[src/rtl/mdu_pkg.sv]
// Shared definitions for the iterative multiply(/divide) unit.
// Optional feature macro: MDU_DIV_EN (adds DIV/DIVU funct codes).
package mdu_pkg;

  localparam int unsigned WIDTH_DEF = 32;
  localparam int unsigned CNT_W_DEF = 6;
  localparam int unsigned FUNCT_W   = 6;

  localparam logic [FUNCT_W-1:0] FN_MTHI  = 6'h11;
  localparam logic [FUNCT_W-1:0] FN_MTLO  = 6'h13;
  localparam logic [FUNCT_W-1:0] FN_MULT  = 6'h18;
  localparam logic [FUNCT_W-1:0] FN_MULTU = 6'h19;
  localparam logic [FUNCT_W-1:0] FN_DIV   = 6'h1A;
  localparam logic [FUNCT_W-1:0] FN_DIVU  = 6'h1B;

  typedef enum logic [1:0] {
    IDLE = 2'd0,
    CALC = 2'd1,
    FIN  = 2'd2
  } state_t;

endpackage

[src/rtl/mdu_core.sv]
// Accumulator/shift datapath: one shift-add multiply step or one restoring
// divide step (MDU_DIV_EN) per asserted step. acc_next_c is the value the
// accumulator takes on the next step, so the owner can capture a final result
// in the same edge as the last step.
module mdu_core
  import mdu_pkg::*;
#(
  parameter int unsigned WIDTH = WIDTH_DEF
) (
  input  logic               clk,
  input  logic               rst,
  input  logic               load,
  input  logic               step,
`ifdef MDU_DIV_EN
  input  logic               div_mode,
`endif
  input  logic [WIDTH-1:0]   m_in,
  input  logic [WIDTH-1:0]   l_in,
  output logic [2*WIDTH-1:0] acc_next_c
);

  logic [WIDTH-1:0] m;
  logic [WIDTH-1:0] upper;
  logic [WIDTH-1:0] lower;
  logic [WIDTH:0]   sum_c;
`ifdef MDU_DIV_EN
  logic [WIDTH:0]   shifted_c;
  logic [WIDTH+1:0] diff_c;
`endif

  // Next accumulator value for a single iteration
  always_comb begin
    sum_c      = {1'b0, upper} + ({1'b0, m} & {(WIDTH+1){lower[0]}});
    acc_next_c = {sum_c, lower[WIDTH-1:1]};
`ifdef MDU_DIV_EN
    shifted_c = {upper, lower[WIDTH-1]};
    diff_c    = {1'b0, shifted_c} - {2'b00, m};
    if (div_mode) begin
      if (!diff_c[WIDTH+1]) begin
        acc_next_c = {diff_c[WIDTH-1:0], lower[WIDTH-2:0], 1'b1};
      end else begin
        acc_next_c = {shifted_c[WIDTH-1:0], lower[WIDTH-2:0], 1'b0};
      end
    end
`endif
  end

  // Operand load and per-iteration accumulator update
  always_ff @(posedge clk or posedge rst) begin
    if (rst) begin
      m     <= '0;
      upper <= '0;
      lower <= '0;
    end else if (load) begin
      m     <= m_in;
      upper <= '0;
      lower <= l_in;
    end else if (step) begin
      {upper, lower} <= acc_next_c;
    end
  end

endmodule

[src/rtl/mdu_unit.sv]
// Iterative multiply unit with architectural HI/LO for the multi-cycle core.
// Optional feature macro: MDU_DIV_EN (restoring DIV/DIVU, same latency).
module mdu_unit
  import mdu_pkg::*;
#(
  parameter int unsigned WIDTH = WIDTH_DEF,
  parameter int unsigned CNT_W = CNT_W_DEF
) (
  input  logic               clk,
  input  logic               rst,
  input  logic               start,
  input  logic [FUNCT_W-1:0] funct,
  input  logic [WIDTH-1:0]   src_a,
  input  logic [WIDTH-1:0]   src_b,
  output logic               busy,
  output logic               done,
  output logic [WIDTH-1:0]   hi,
  output logic [WIDTH-1:0]   lo
);

  state_t             state, next_state;
  logic [CNT_W-1:0]   cnt;
  logic               neg;
  logic               load_c, step_c, last_c, mthi_c, mtlo_c;
  logic               is_op_c, signed_c;
  logic [WIDTH-1:0]   a_mag_c, b_mag_c, m_in_c, l_in_c;
  logic [2*WIDTH-1:0] acc_next_c, prod_c;
`ifdef MDU_DIV_EN
  logic               is_div_c, div_mode, rem_neg, div0;
  logic [WIDTH-1:0]   a_raw, quot_c, rem_c;
`endif

  // Funct decode and operand magnitudes
  always_comb begin
    is_op_c  = (funct == FN_MULT) || (funct == FN_MULTU);
    signed_c = (funct == FN_MULT);
`ifdef MDU_DIV_EN
    is_div_c = (funct == FN_DIV) || (funct == FN_DIVU);
    is_op_c  = is_op_c || is_div_c;
    signed_c = signed_c || (funct == FN_DIV);
`endif
    a_mag_c = (signed_c && src_a[WIDTH-1]) ? WIDTH'(-src_a) : src_a;
    b_mag_c = (signed_c && src_b[WIDTH-1]) ? WIDTH'(-src_b) : src_b;
    m_in_c  = a_mag_c;
    l_in_c  = b_mag_c;
`ifdef MDU_DIV_EN
    // Divide keeps the divisor in the adder operand and the dividend in the shift half
    if (is_div_c) begin
      m_in_c = b_mag_c;
      l_in_c = a_mag_c;
    end
`endif
  end

  // State register
  always_ff @(posedge clk or posedge rst) begin
    if (rst) state <= IDLE;
    else     state <= next_state;
  end

  // Next-state and datapath controls
  always_comb begin
    next_state = state;
    load_c     = 1'b0;
    step_c     = 1'b0;
    last_c     = 1'b0;
    mthi_c     = 1'b0;
    mtlo_c     = 1'b0;
    case (state)
      IDLE: begin
        if (start) begin
          if (is_op_c) begin
            load_c     = 1'b1;
            next_state = CALC;
          end else begin
            mthi_c = (funct == FN_MTHI);
            mtlo_c = (funct == FN_MTLO);
          end
        end
      end
      CALC: begin
        step_c = 1'b1;
        if (cnt == CNT_W'(WIDTH - 1)) begin
          last_c     = 1'b1;
          next_state = FIN;
        end
      end
      FIN:     next_state = IDLE;
      default: next_state = IDLE;
    endcase
  end

  mdu_core #(.WIDTH(WIDTH)) u_core (
    .clk        (clk),
    .rst        (rst),
    .load       (load_c),
    .step       (step_c),
`ifdef MDU_DIV_EN
    .div_mode   (div_mode),
`endif
    .m_in       (m_in_c),
    .l_in       (l_in_c),
    .acc_next_c (acc_next_c)
  );

  // Sign fixup of the final accumulator value
  always_comb begin
    prod_c = neg ? (2*WIDTH)'(-acc_next_c) : acc_next_c;
`ifdef MDU_DIV_EN
    quot_c = neg ? WIDTH'(-acc_next_c[WIDTH-1:0]) : acc_next_c[WIDTH-1:0];
    rem_c  = rem_neg ? WIDTH'(-acc_next_c[2*WIDTH-1:WIDTH]) : acc_next_c[2*WIDTH-1:WIDTH];
`endif
  end

  // Counter, operation flags, HI/LO and status outputs
  always_ff @(posedge clk or posedge rst) begin
    if (rst) begin
      cnt  <= '0;
      neg  <= 1'b0;
      hi   <= '0;
      lo   <= '0;
      busy <= 1'b0;
      done <= 1'b0;
`ifdef MDU_DIV_EN
      div_mode <= 1'b0;
      rem_neg  <= 1'b0;
      div0     <= 1'b0;
      a_raw    <= '0;
`endif
    end else begin
      busy <= (next_state != IDLE);
      done <= last_c;
      if (load_c) begin
        cnt <= '0;
        neg <= signed_c & (src_a[WIDTH-1] ^ src_b[WIDTH-1]);
`ifdef MDU_DIV_EN
        div_mode <= is_div_c;
        rem_neg  <= signed_c & src_a[WIDTH-1];
        div0     <= (src_b == '0);
        a_raw    <= src_a;
`endif
      end else if (step_c) begin
        cnt <= cnt + CNT_W'(1);
      end
      if (mthi_c) hi <= src_a;
      if (mtlo_c) lo <= src_a;
      if (last_c) begin
`ifdef MDU_DIV_EN
        if (div_mode) begin
          if (div0) begin
            hi <= a_raw;
            lo <= '1;
          end else begin
            hi <= rem_c;
            lo <= quot_c;
          end
        end else begin
          {hi, lo} <= prod_c;
        end
`else
        {hi, lo} <= prod_c;
`endif
      end
    end
  end

endmodule

[config.mk]
export PLATFORM = sky130hd
export DESIGN_NAME = mdu_unit
export DESIGN_NICKNAME = d
export VERILOG_FILES = /design/src/rtl/mdu_pkg.sv /design/src/rtl/mdu_core.sv /design/src/rtl/mdu_unit.sv
export SDC_FILE = /design/constraint.sdc
export NUM_CORES = 1
export LEC_CHECK = 0
export BUFFER_PORTS_ARGS = -buffer_cell sky130_fd_sc_hd__buf_2
export CELL_PAD_IN_SITES_DETAIL_PLACEMENT = 1
export CELL_PAD_IN_SITES_GLOBAL_PLACEMENT = 2
export CORE_ASPECT_RATIO = 1.4
export CORE_UTILIZATION = 39
export DETAILED_ROUTE_END_ITERATION = 6
export PLACE_DENSITY_LB_ADDON = 0.15
export SETUP_SLACK_MARGIN = 0.02
export SLEW_MARGIN = 10
export SYNTH_ARGS = -nofsm -noshare
export SYNTH_HDL_FRONTEND = slang
export SYNTH_SLANG_ARGS = --single-unit
[constraint.sdc]
create_clock -name clk -period 9.9 [get_ports clk]
set_input_delay 0.495 -clock clk [delete_from_list [all_inputs] [get_ports clk]]
set_output_delay 0.495 -clock clk [all_outputs]
set_load 0.05 [all_outputs]
==> impl_results.md, run 1 <==
- Result of the run: finished, final reports clean
- Drt drc: 0
- Unrepaired setup endpoints after global routing: false
- Fraction of the mapped netlist area in simple logic gates: 21.5%
- Post-route cell area: 13600 um2
- Die Span Y: 209 um
- Total GRT Usage: 27.3%
- Number of clock buffers inserted by TritonCTS: 17
- Wire length of the first global-routing pass: 65600 um
- Peak ir drop on the vdd network: 0.124 mV
- Routability congestion estimate from global placement: 0.882
- Worst setup path class: reg -> reg
- Total global routing overflow: 0
- Via count: 11017
- Top routing layer in use: met4
- Maximum buffer depth of the clock tree: 2
- Clock Tree Root: sky130_fd_sc_hd__clkbuf_16
- Path depth of the worst reg2reg path: 13
- Headroom to the max-slew limit: 26.8%
- Layout Utilization: 45.0%
- Synth Area in Compound Gates: 20.7%
- Peak fanout along the critical path: 33
- Internal power of the cells: 1.90 mW
- Fmax: 189 MHz
- Register share of total power: 31.1%
- Number of nets in the finished design: 1646
- Worst slack, placed: 4660 ps
- Startpoint type of the worst setup path: register
- Initial detailed-routing violation count: 508
- Hold violation count in the final report: 0
- Latest clock arrival within the worst-skew pair: 450 ps
- Clock sink count: 171
- Final worst slack: 4610 ps
- Synthesized-area fraction occupied by xor and xnor cells: 10.2%
- Relative area change from synthesis to final layout: 13.3%
- Setup crit end kind: register
- Detail Route met2 WL: 20500 um
- Post-DRT Antenna Nets: 0
- Slew at the pin closest to its max-slew limit: 1100 ps
- Required time at the endpoint of the critical path: 10210 ps
- CTS Hold Bufs: 0
- Critical-path cell list: and2_1 > ha_1 > fa_1 > a21o_1 > a221o_1 > a221oi_2 > xnor2_1 > a2111oi_4 > nand4_1 > or4_1 > o41ai_1 > xor2_1 > a21oi_1
- Clk pwr share: 19.1%
- CTS HTree Levels: 4
- Met3 routed wirelength: 1300 um
- Adder and majority cell fraction of the synthesized area: 3.93%
- Top FF cell, synth: sky130_fd_sc_hd__dfrtp_1
- DP Wirelength: 30600 um
- Placeable Area: 30100 um2
- Vias per std cell: 5.69
- Net Sw Power: 1.77 mW
- Wire length the detailed router placed on met1: 17800 um
- Syn_nets: 1557
- Areal power density over the cells: 271 nW/um2
- Final worst path period need: 5290 ps
- Worst hold path type: in -> async
- Share of cells above drive strength 1: 14.0%
- CTS clk-pin slew, worst paths: 70 ps
- Count of boundary I/O pins: 139
- Number of synthesized flops with an enable pin: 0
- Critical path buffers and inverters: 0
- Proportion of synthesized chip area in sequential cells: 35.8%
- Async set-reset flop share out of synthesis: 100%
- Setup TNS: 0 ps
- Critical path data arrival time: 5600 ps
- Longest individual stage delay on the worst path: 790 ps
- Worst r2r src: u_core.lower[0]
- Gate Count Post-Synth: 1447
- Ratio of final minimum period to clock period: 53.5%
- Post-synth cell types: 74
- CTS tree: done
- Part of the total power dissipated in combinational logic: 49.8%
- Num rows: 75
- Post-CTS Setup Inserts: 0
- End of the worst register-to-register path: hi[30]
- Synthesized cell area: 12000 um2
- Vias in the first global route: 11604
- Highest-count cells in the layout ignoring fill and taps: sky130_fd_sc_hd__nand2_1 (241), sky130_fd_sc_hd__dfrtp_1 (171), sky130_fd_sc_hd__o21ai_0 (149)
- Leakage power: 5.93 nW
- Antenna violations before repair: 1
- DR pass1 iterations: 5
- Number of max-capacitance violations reported: 0
- Register bit total from synthesis: 171
- Fillers: 3667
- Sw Share: 48.2%
- Post-cts sizing count: 0
- Most common library cell in the layout ignoring fill and taps: sky130_fd_sc_hd__nand2_1
- Setup-violating endpoint count in the final report: 0
- Maximum number of pins on one net before global-route repair: 77
- Post-detailed-route wirelength per cell: 21.1 um
- Mapped Avg Cell Area: 8.27 um2
- R2R Setup Slk: 4610 ps
- Die width: 150 um
- Final slew viol count: 0
- Critical-path top delay cell: sky130_fd_sc_hd__dfrtp_1
- Worst setup skew after layout: 12.0 ps
- Critical path's top delay family: compound AO/OA/AOI/OAI gates
- Starting density of the core: 39.7%
- Final WL: 40800 um
- Mux share of post-synthesis cell area: 4.63%
- Yosys warning total: 0
- Die area: 31400 um2
- IO Port Bufs: 138
- Area after DPL: 13000 um2
- Combinational family with the most area after synthesis: simple AND/OR/NAND/NOR gates
[per-stage QoR]
step	total power [mW]	instances	hold slack, ps
2_1_floorplan	2.44	1447	430
3_3_place_gp	2.95	1902	455
3_5_place_dp	2.98	1902	466
4_1_cts	3.69	1934	75.1
5_1_grt	3.90	1935	88.2
6_report	3.67	1935	63.6
[flip-flops by register name, summed over array words and instances (netlist names)]
register	cells
u_core.upper	32
lo	32
neg	1
busy	1
hi	32
done	1
u_core.m	32
u_core.lower	32
state	2
cnt	6
[metal layers]
metal / GRT usage [%] / vias up
met5: 0 / -
li1: - / 5316
met3: 3.59 / 58
met2: 47.0 / 192
met4: 9.89 / 0
met1: 34.5 / 5451
[kinds of logic (layout without fill, tap and decap cells)]
family / after synthesis / in the layout
other: 0 / 1
DFF: 171 / 171
AOI/OAI and AO/OA: 402 / 402
buffers and inverters: 103 / 205
adders and majority gates: 37 / 37
and+or+nand+nor: 539 / 539
xor gates and xnor gates: 140 / 140
muxes: 55 / 55
[area by class of cell]
type,count,area (um2),area share [%]
antenna,1,2.50,0.0185
clock buffer,21,470,3.47
clock inverter,11,116,0.858
inverter,20,81.3,0.600
multi-input combinational,1173,7320,54.0
sequential,171,4280,31.6
tap,385,482,3.55
timing repair buffer,153,803,5.92
[Yosys cell counts (5+ instances only)]
library cell               number  share of area, %
sky130_fd_sc_hd__a211oi_1      19               1.2
sky130_fd_sc_hd__or2_2          7              0.37
sky130_fd_sc_hd__buf_1         12              0.38
sky130_fd_sc_hd__a22o_1        10              0.73
sky130_fd_sc_hd__or3_1         11              0.57
sky130_fd_sc_hd__xnor2_1       91               6.7
sky130_fd_sc_hd__dfrtp_1      171                36
sky130_fd_sc_hd__a21oi_1       78               3.3
sky130_fd_sc_hd__and3_1         7              0.37
sky130_fd_sc_hd__nand2_1      242               7.6
sky130_fd_sc_hd__clkbuf_1      70               2.2
sky130_fd_sc_hd__or4_1          6              0.38
sky130_fd_sc_hd__inv_1         20              0.63
sky130_fd_sc_hd__o21bai_1       5              0.31
sky130_fd_sc_hd__and2_1        42               2.2
sky130_fd_sc_hd__o211ai_1       8              0.50
sky130_fd_sc_hd__o41ai_1       14               1.0
sky130_fd_sc_hd__xor2_1        49               3.6
sky130_fd_sc_hd__o21ai_0      149               6.2
sky130_fd_sc_hd__nor2_1        96               3.0
sky130_fd_sc_hd__o31ai_1       21               1.3
sky130_fd_sc_hd__nor3_1        21              0.88
sky130_fd_sc_hd__mux2i_1       52               4.3
sky130_fd_sc_hd__o21ai_1       11              0.46
sky130_fd_sc_hd__a31oi_1       39               2.0
sky130_fd_sc_hd__a21o_1        10              0.63
sky130_fd_sc_hd__nand3_1       23              0.96
sky130_fd_sc_hd__nand2b_1      13              0.68
sky130_fd_sc_hd__nor2b_1       17              0.89
sky130_fd_sc_hd__nand4_1       15              0.78
sky130_fd_sc_hd__nor4_1        14              0.73
sky130_fd_sc_hd__ha_1          36               3.8
[how the worst max path moves through the flow]
stage | startpoint | to | depth (start not counted)
after detailed placement | u_core.lower[0] | hi[30] | 13
after floorplan | rst | busy | 1
final | u_core.lower[0] | hi[30] | 13
after global routing | u_core.lower[0] | hi[30] | 12
after CTS | u_core.lower[0] | hi[30] | 13
after global placement | u_core.lower[0] | hi[30] | 13
[power groups by stage]
| stage | sequential [mW] | clock, mW | combinational, mW |
|---|---|---|---|
| floorplan | 1.45 | 0 | 0.991 |
| global placement | 1.15 | 0 | 1.80 |
| detailed placement | 1.15 | 0 | 1.83 |
| CTS | 1.14 | 0.711 | 1.84 |
| global route | 1.17 | 0.734 | 1.99 |
| finish | 1.14 | 0.701 | 1.83 |
(Power assumes the default switching activity.)
==> run 2, diff against run 1 <==
--- a/config.mk
+++ b/config.mk
@@ -9,7 +9,7 @@
 export CELL_PAD_IN_SITES_DETAIL_PLACEMENT = 1
 export CELL_PAD_IN_SITES_GLOBAL_PLACEMENT = 2
 export CORE_ASPECT_RATIO = 1.4
-export CORE_UTILIZATION = 39
+export CORE_UTILIZATION = 36
 export DETAILED_ROUTE_END_ITERATION = 6
 export PLACE_DENSITY_LB_ADDON = 0.15
 export SETUP_SLACK_MARGIN = 0.02
==> constraint.sdc (replaced) <==
create_clock -name clk -period 5.05 [get_ports clk]
set_input_delay 0.2525 -clock clk [delete_from_list [all_inputs] [get_ports clk]]
set_output_delay 0.2525 -clock clk [all_outputs]
set_load 0.05 [all_outputs]
==> impl_results.md, run 2 (synthesis results as in run 1) <==
- Post-detailed-route wirelength per cell: 20.7 um (-1.8%)
- Hold violation count in the final report: 0 (unchanged)
- Net Sw Power: 3.47 mW (+96%)
- Vias per std cell: 5.51 (-3.3%)
- Count of antenna diodes in the layout: 0 (-1)
- Routability congestion estimate from global placement: 0.841 (-4.6%)
- Headroom to the max-slew limit: 32.2% (+5.4 points)
- CTS HTree Levels: 4 (unchanged)
- Fillers: 4010 (+9.4%)
- Post-DRT Antenna Nets: 0 (unchanged)
- Total GRT Usage: 25.2% (-2.1 points)
- Count of boundary I/O pins: 139 (unchanged)
- Worst setup skew after layout: 14.0 ps (+1.96 ps)
- Most common library cell in the layout ignoring fill and taps: sky130_fd_sc_hd__nand2_1
- Initial detailed-routing violation count: 526 (+3.5%)
- Setup TNS: 0 ps (unchanged)
- Unrepaired setup endpoints after global routing: false
- Drt drc: 0 (unchanged)
- Post-CTS Setup Inserts: 0 (unchanged)
- Critical path data arrival time: 4960 ps (-640 ps)
- Peak fanout along the critical path: 12 (-64%)
- Via count: 11014 (-0.027%)
- Layout Utilization: 42.3% (-2.7 points)
- Worst hold start: src_a[1]
- Count of cells along the worst hold path: 3
- End of the worst register-to-register path: hi[30]
- Number of clock buffers inserted by TritonCTS: 17 (unchanged)
- Starting density of the core: 36.7% (-3.0 points)
- Number of nets in the finished design: 1657 (+0.67%)
- CTS tree: done
- Final slew viol count: 0 (unchanged)
- Worst hold path type: in -> reg
- Share of cells above drive strength 1: 14.8% (+0.80 points)
- DP Wirelength: 31600 um (+3.3%)
- Startpoint type of the worst setup path: register
- Leakage power: 6.00 nW (+1.1%)
- Clk pwr share: 19.3% (+0.2 points)
- Fmax: 214 MHz (+13%)
- Die area: 34000 um2 (+8.2%)
- IO Port Bufs: 138 (unchanged)
- Peak ir drop on the vdd network: 0.251 mV (+100%)
- Setup-violating endpoint count in the final report: 0 (unchanged)
- Areal power density over the cells: 530 nW/um2 (+96%)
- Final WL: 41400 um (+1.5%)
- Ratio of final minimum period to clock period: 92.5% (+39 points)
- Relative area change from synthesis to final layout: 15.1%
- Final worst path period need: 4670 ps (-624 ps)
- Slew at the pin closest to its max-slew limit: 1020 ps (-81.8 ps)
- Worst Hold Slack: 118 ps (+54.8 ps)
- Number of max-capacitance violations reported: 0 (unchanged)
- Die Span Y: 218 um (+4.0%)
- Die width: 156 um (+4.0%)
- Clock sink count: 171 (unchanged)
- Setup crit end kind: register
- Path depth of the worst reg2reg path: 13 (unchanged)
- Sw Share: 47.5% (-0.71 points)
- Total global routing overflow: 0 (unchanged)
- Maximum number of pins on one net before global-route repair: 104 (+35%)
- Register share of total power: 30.8% (-0.3 points)
- Worst setup path class: reg -> reg
- Highest-count cells in the layout ignoring fill and taps: sky130_fd_sc_hd__nand2_1 (241), sky130_fd_sc_hd__dfrtp_1 (171), sky130_fd_sc_hd__o21ai_0 (149)
- Worst r2r src: u_core.lower[0]
- Hold worst-path end: u_core.m[1]
- CTS clk-pin slew, worst paths: 70 ps (about the same)
- Clock Tree Root: sky130_fd_sc_hd__clkbuf_16
- Placeable Area: 32600 um2 (+8.2%)
- Required time at the endpoint of the critical path: 5340 ps (-4870 ps)
- Vias in the first global route: 11605 (+0.0086%)
- Antenna violations before repair: 1 (unchanged)
- DR pass1 iterations: 5 (unchanged)
- Result of the run: finished, final reports clean
- Latest clock arrival within the worst-skew pair: 450 ps (about the same)
- Internal power of the cells: 3.83 mW (+100%)
- Wire length of the first global-routing pass: 65700 um (about the same)
- Num rows: 78 (+4.0%)
- Maximum buffer depth of the clock tree: 2 (unchanged)
- R2R Setup Slk: 380 ps (-4230 ps)
- Part of the total power dissipated in combinational logic: 49.9% (about the same)
[run 2: cell types whose count changed in the layout (fill, tap and decap cells not counted), moves of 2 or more]
cell                         delta
sky130_fd_sc_hd__clkinv_4       -2
sky130_fd_sc_hd__buf_4          +9
sky130_fd_sc_hd__clkbuf_8       -3
sky130_fd_sc_hd__o41ai_1        -2
sky130_fd_sc_hd__clkinvlp_4     +3
sky130_fd_sc_hd__clkinv_2       -2
sky130_fd_sc_hd__bufinv_16      +2
sky130_fd_sc_hd__clkbuf_1       +2
sky130_fd_sc_hd__o41ai_2        +2
[run 2: layout make-up]
type | instances | area, um2 | area share [%]
clock buffer | 20 | 437 | 3.17
clock inverter | 12 | 171 | 1.24
inverter | 20 | 81.3 | 0.590
multi-input combinational | 1173 | 7360 | 53.4
sequential | 171 | 4280 | 31.1
tap | 440 | 551 | 4.00
timing repair buffer | 164 | 901 | 6.54
[run 2: how the worst max path moves through the flow]
| stage | from | to | slack, ps |
|---|---|---|---|
| 6_report | u_core.lower[0] | hi[30] | 380 |
| 5_1_grt | u_core.lower[0] | hi[30] | 120 |
| 4_1_cts | u_core.lower[0] | hi[30] | 160 |
| 3_5_place_dp | u_core.lower[0] | hi[30] | 190 |
| 3_3_place_gp | u_core.lower[0] | hi[30] | 250 |
| 2_1_floorplan | rst | busy | 170 |
[run 2: repair_timing]
action / CTS / global route
endpoints found under the hold margin: 68 / 0
endpoints found under the setup margin: 0 / 1
hold buffers: 1 / 0
gates resized for setup: 0 / 6
[run 2: critical path: stages, from the launching register on]
cell,delay (ps)
sky130_fd_sc_hd__dfrtp_1,490
sky130_fd_sc_hd__and2_1,220
sky130_fd_sc_hd__ha_1,210
sky130_fd_sc_hd__fa_1,420
sky130_fd_sc_hd__a21o_1,200
sky130_fd_sc_hd__a221o_1,460
sky130_fd_sc_hd__a221oi_2,390
sky130_fd_sc_hd__xnor2_1,220
sky130_fd_sc_hd__a2111oi_4,360
sky130_fd_sc_hd__nand4_1,270
sky130_fd_sc_hd__or4_4,590
sky130_fd_sc_hd__o41ai_2,380
sky130_fd_sc_hd__xor2_1,210
sky130_fd_sc_hd__a21oi_1,80
[run 2: through the flow]
step / worst slack [ps] / cell area, um2 / std cells / total power, mW
finish: 381 / 13800 / 2000 / 7.30
detailed placement: 193 / 13100 / 1967 / 5.91
CTS: 159 / 13700 / 2000 / 7.35
global placement: 255 / 13100 / 1967 / 5.84
global route: 121 / 13800 / 2000 / 7.77
floorplan: 166 / 12000 / 1447 / 4.79
[run 2: power by group through the flow]
| stage | clock network, mW | logic [mW] | registers, mW |
|---|---|---|---|
| 2_1_floorplan | 0 | 1.94 | 2.85 |
| 3_3_place_gp | 0 | 3.59 | 2.26 |
| 3_5_place_dp | 0 | 3.64 | 2.26 |
| 4_1_cts | 1.43 | 3.67 | 2.25 |
| 5_1_grt | 1.49 | 3.97 | 2.31 |
| 6_report | 1.41 | 3.64 | 2.25 |
[run 2: routing by layer]
layer | up-vias | global-route usage, % | routed length (um)
li1 | 5323 | - | -
met1 | 5470 | 31.4 | 18100
met2 | 185 | 45.1 | 21300
met3 | 34 | 3.44 | 1220
met4 | 2 | 6.57 | 780
met5 | - | 0 | 8
==> run 3, diff against run 2 <==
--- a/config.mk
+++ b/config.mk
@@ -9,10 +9,13 @@
 export CELL_PAD_IN_SITES_DETAIL_PLACEMENT = 1
 export CELL_PAD_IN_SITES_GLOBAL_PLACEMENT = 2
 export CORE_ASPECT_RATIO = 1.4
+export CORE_MARGIN = 5
 export CORE_UTILIZATION = 36
 export DETAILED_ROUTE_END_ITERATION = 6
 export PLACE_DENSITY_LB_ADDON = 0.15
+export RECOVER_POWER = 50
 export SETUP_SLACK_MARGIN = 0.02
+export SKIP_LAST_GASP = 1
 export SLEW_MARGIN = 10
 export SYNTH_ARGS = -nofsm -noshare
 export SYNTH_HDL_FRONTEND = slang
==> impl_results.md, run 3 (synthesis results as in run 1) <==
- Result of the run: finished with violations
- Violations in the final reports: max-capacitance violations, max-slew violations
- Critical path buffers and inverters: 1 (+1)
- Num rows: 79 (+1.3%)
- Worst setup skew after layout: 14.3 ps (+0.387 ps)
- Worst setup path class: reg -> reg
- Hold violation count in the final report: 0 (unchanged)
- Die width: 164 um (+5.1%)
- Final worst slack: 366 ps (-14.1 ps)
- Critical-path cell list: buf_4 > and2_1 > ha_1 > a21o_1 > a221o_1 > a221oi_2 > xnor2_1 > a2111oi_4 > nand4_1 > or4_1 > o41ai_1 > xor2_1 > a21oi_1
- Total global routing overflow: 0 (unchanged)
- Routability congestion estimate from global placement: 0.894 (+6.3%)
- Post-DRT Antenna Nets: 0 (unchanged)
- Area after DPL: 13200 um2 (+0.20%)
- Via count: 10949 (-0.59%)
- Final slew viol count: 132 (+132)
- CTS tree: done
- Vias in the first global route: 11511 (-0.81%)
- Drt drc: 0 (unchanged)
- Share of cells above drive strength 1: 10.4% (-4.4 points)
- Maximum buffer depth of the clock tree: 2 (unchanged)
- Longest individual stage delay on the worst path: 630 ps (+40 ps)
- Path depth of the worst reg2reg path: 13 (unchanged)
- Fmax: 214 MHz (-0.30%)
- Areal power density over the cells: 526 nW/um2 (-0.68%)
- Clock sink count: 171 (unchanged)
- Leakage power: 5.81 nW (-3.1%)
- Critical path data arrival time: 4990 ps (+30 ps)
- Placeable Area: 33000 um2 (+1.3%)
- Highest-count cells in the layout ignoring fill and taps: sky130_fd_sc_hd__nand2_1 (241), sky130_fd_sc_hd__dfrtp_1 (171), sky130_fd_sc_hd__o21ai_0 (149)
- Required time at the endpoint of the critical path: 5350 ps (about the same)
- Setup crit end kind: register
- Depth of the critical timing path with buffers and inverters included: 13 (unchanged)
- Number of clock buffers inserted by TritonCTS: 17 (unchanged)
- Post-detailed-route wirelength per cell: 20.9 um (+1.1%)
- Critical-path top delay cell: sky130_fd_sc_hd__or4_1
- Critical path's top delay family: compound AO/OA/AOI/OAI gates
- Final worst path period need: 4680 ps (+14.1 ps)
- Die area: 37000 um2 (+9.0%)
- Startpoint type of the worst setup path: register
- Starting density of the core: 36.3% (-0.46 points)
- Wire length of the first global-routing pass: 66300 um (+0.90%)
- Peak ir drop on the vdd network: 0.244 mV (-2.7%)
- Worst slack, placed: 196 ps (+3.60 ps)
- Post-route cell area: 13600 um2 (-0.94%)
- Post-CTS Setup Inserts: 0 (unchanged)
- Slew at the pin closest to its max-slew limit: 3330 ps (+2310 ps)
- Antenna violations before repair: 1 (unchanged)
- Peak fanout along the critical path: 21 (+9)
- Relative area change from synthesis to final layout: 14.0%
- Vias per std cell: 5.46 (-0.94%)
- Headroom to the max-slew limit: -123% (-160 points)
- Unrepaired setup endpoints after global routing: false
- Count of cells along the worst hold path: 3 (unchanged)
- Count of antenna diodes in the layout: 0 (unchanged)
- Worst hold path type: in -> reg
- Ratio of final minimum period to clock period: 92.7% (+0.28 points)
- Count of boundary I/O pins: 139 (unchanged)
- IO Port Bufs: 138 (unchanged)
- DR pass1 iterations: 4 (-1)
- Total GRT Usage: 23.0% (-2.2 points)
- Final WL: 42000 um (+1.4%)
- Setup-violating endpoint count in the final report: 0 (unchanged)
- Clock Tree Root: sky130_fd_sc_hd__clkbuf_16
- CTS clk-pin slew, worst paths: 70 ps (about the same)
- Latest clock arrival within the worst-skew pair: 450 ps (about the same)
- Setup TNS: 0 ps (unchanged)
- Maximum number of pins on one net before global-route repair: 80 (-23%)
- CTS HTree Levels: 4 (unchanged)
- Die Span Y: 226 um (+3.7%)
- DP Wirelength: 32200 um (+2.0%)
- Initial detailed-routing violation count: 522 (-0.76%)
- Number of max-capacitance violations reported: 2 (+2)
- Number of nets in the finished design: 1659 (+0.12%)
- Most common library cell in the layout ignoring fill and taps: sky130_fd_sc_hd__nand2_1
-- run 3: cell type report --
type / count / area [um2]
Clock inverter: 12 / 114
Inverter: 20 / 77.6
Multi-Input combinational cell: 1173 / 7330
Clock buffer: 20 / 467
Tap cell: 445 / 557
Timing Repair Buffer: 166 / 821
Sequential cell: 171 / 4280
Fill cell: 4095 / 19400
-- run 3: layer usage --
| metal | GRT usage (%) | wire, um | up-vias |
|---|---|---|---|
| met2 | 41.1 | 21400 | 162 |
| met1 | 28.9 | 18500 | 5406 |
| met5 | 0 | 0 | - |
| li1 | - | - | 5341 |
| met3 | 2.94 | 1160 | 40 |
| met4 | 6.66 | 891 | 0 |
-- run 3: final timing paths --
| path | to | startpoint | slack, ps |
|---|---|---|---|
| max | hi[30] | u_core.lower[0] | 370 |
| min | u_core.m[1] | src_a[1] | 110 |
| max reg2reg | hi[30] | u_core.lower[0] | 370 |
| min reg2reg | u_core.m[0] | u_core.m[0] | 480 |
| max in group asynchronous | hi[23] | rst | 1270 |
| min in group asynchronous | u_core.lower[4] | rst | 1330 |
-- run 3: through the flow --
| stage | power [mW] | util [%] | hold WS [ps] | cells |
|---|---|---|---|---|
| 6_report | 7.18 | 41.3 | 110 | 2007 |
| 5_1_grt | 7.64 | 41.3 | 126 | 2007 |
| 4_1_cts | 7.32 | 41.6 | 87.0 | 2007 |
| 3_5_place_dp | 5.95 | 39.8 | 425 | 1974 |
| 3_3_place_gp | 5.89 | 39.8 | 424 | 1974 |
| 2_1_floorplan | 4.79 | - | 385 | 1447 |
-- run 3: power breakdown --
group / total (mW) / internal (mW) / switching (mW)
combinational: 3.60 / 1.13 / 2.47
clock: 1.33 / 0.722 / 0.609
sequential: 2.25 / 1.82 / 0.431
-- run 3: tightest hold or removal path, stage by stage --
cell and delay, ps:
sky130_fd_sc_hd__buf_2 130, sky130_fd_sc_hd__nand2_1 60, sky130_fd_sc_hd__a31oi_1 70
-- run 3: repair_timing --
item | in CTS | in global routing
hold buffers | 1 | 0
resized for setup | 0 | 2
setup endpoints to repair | 0 | 3
hold endpoints to repair | 72 | 0
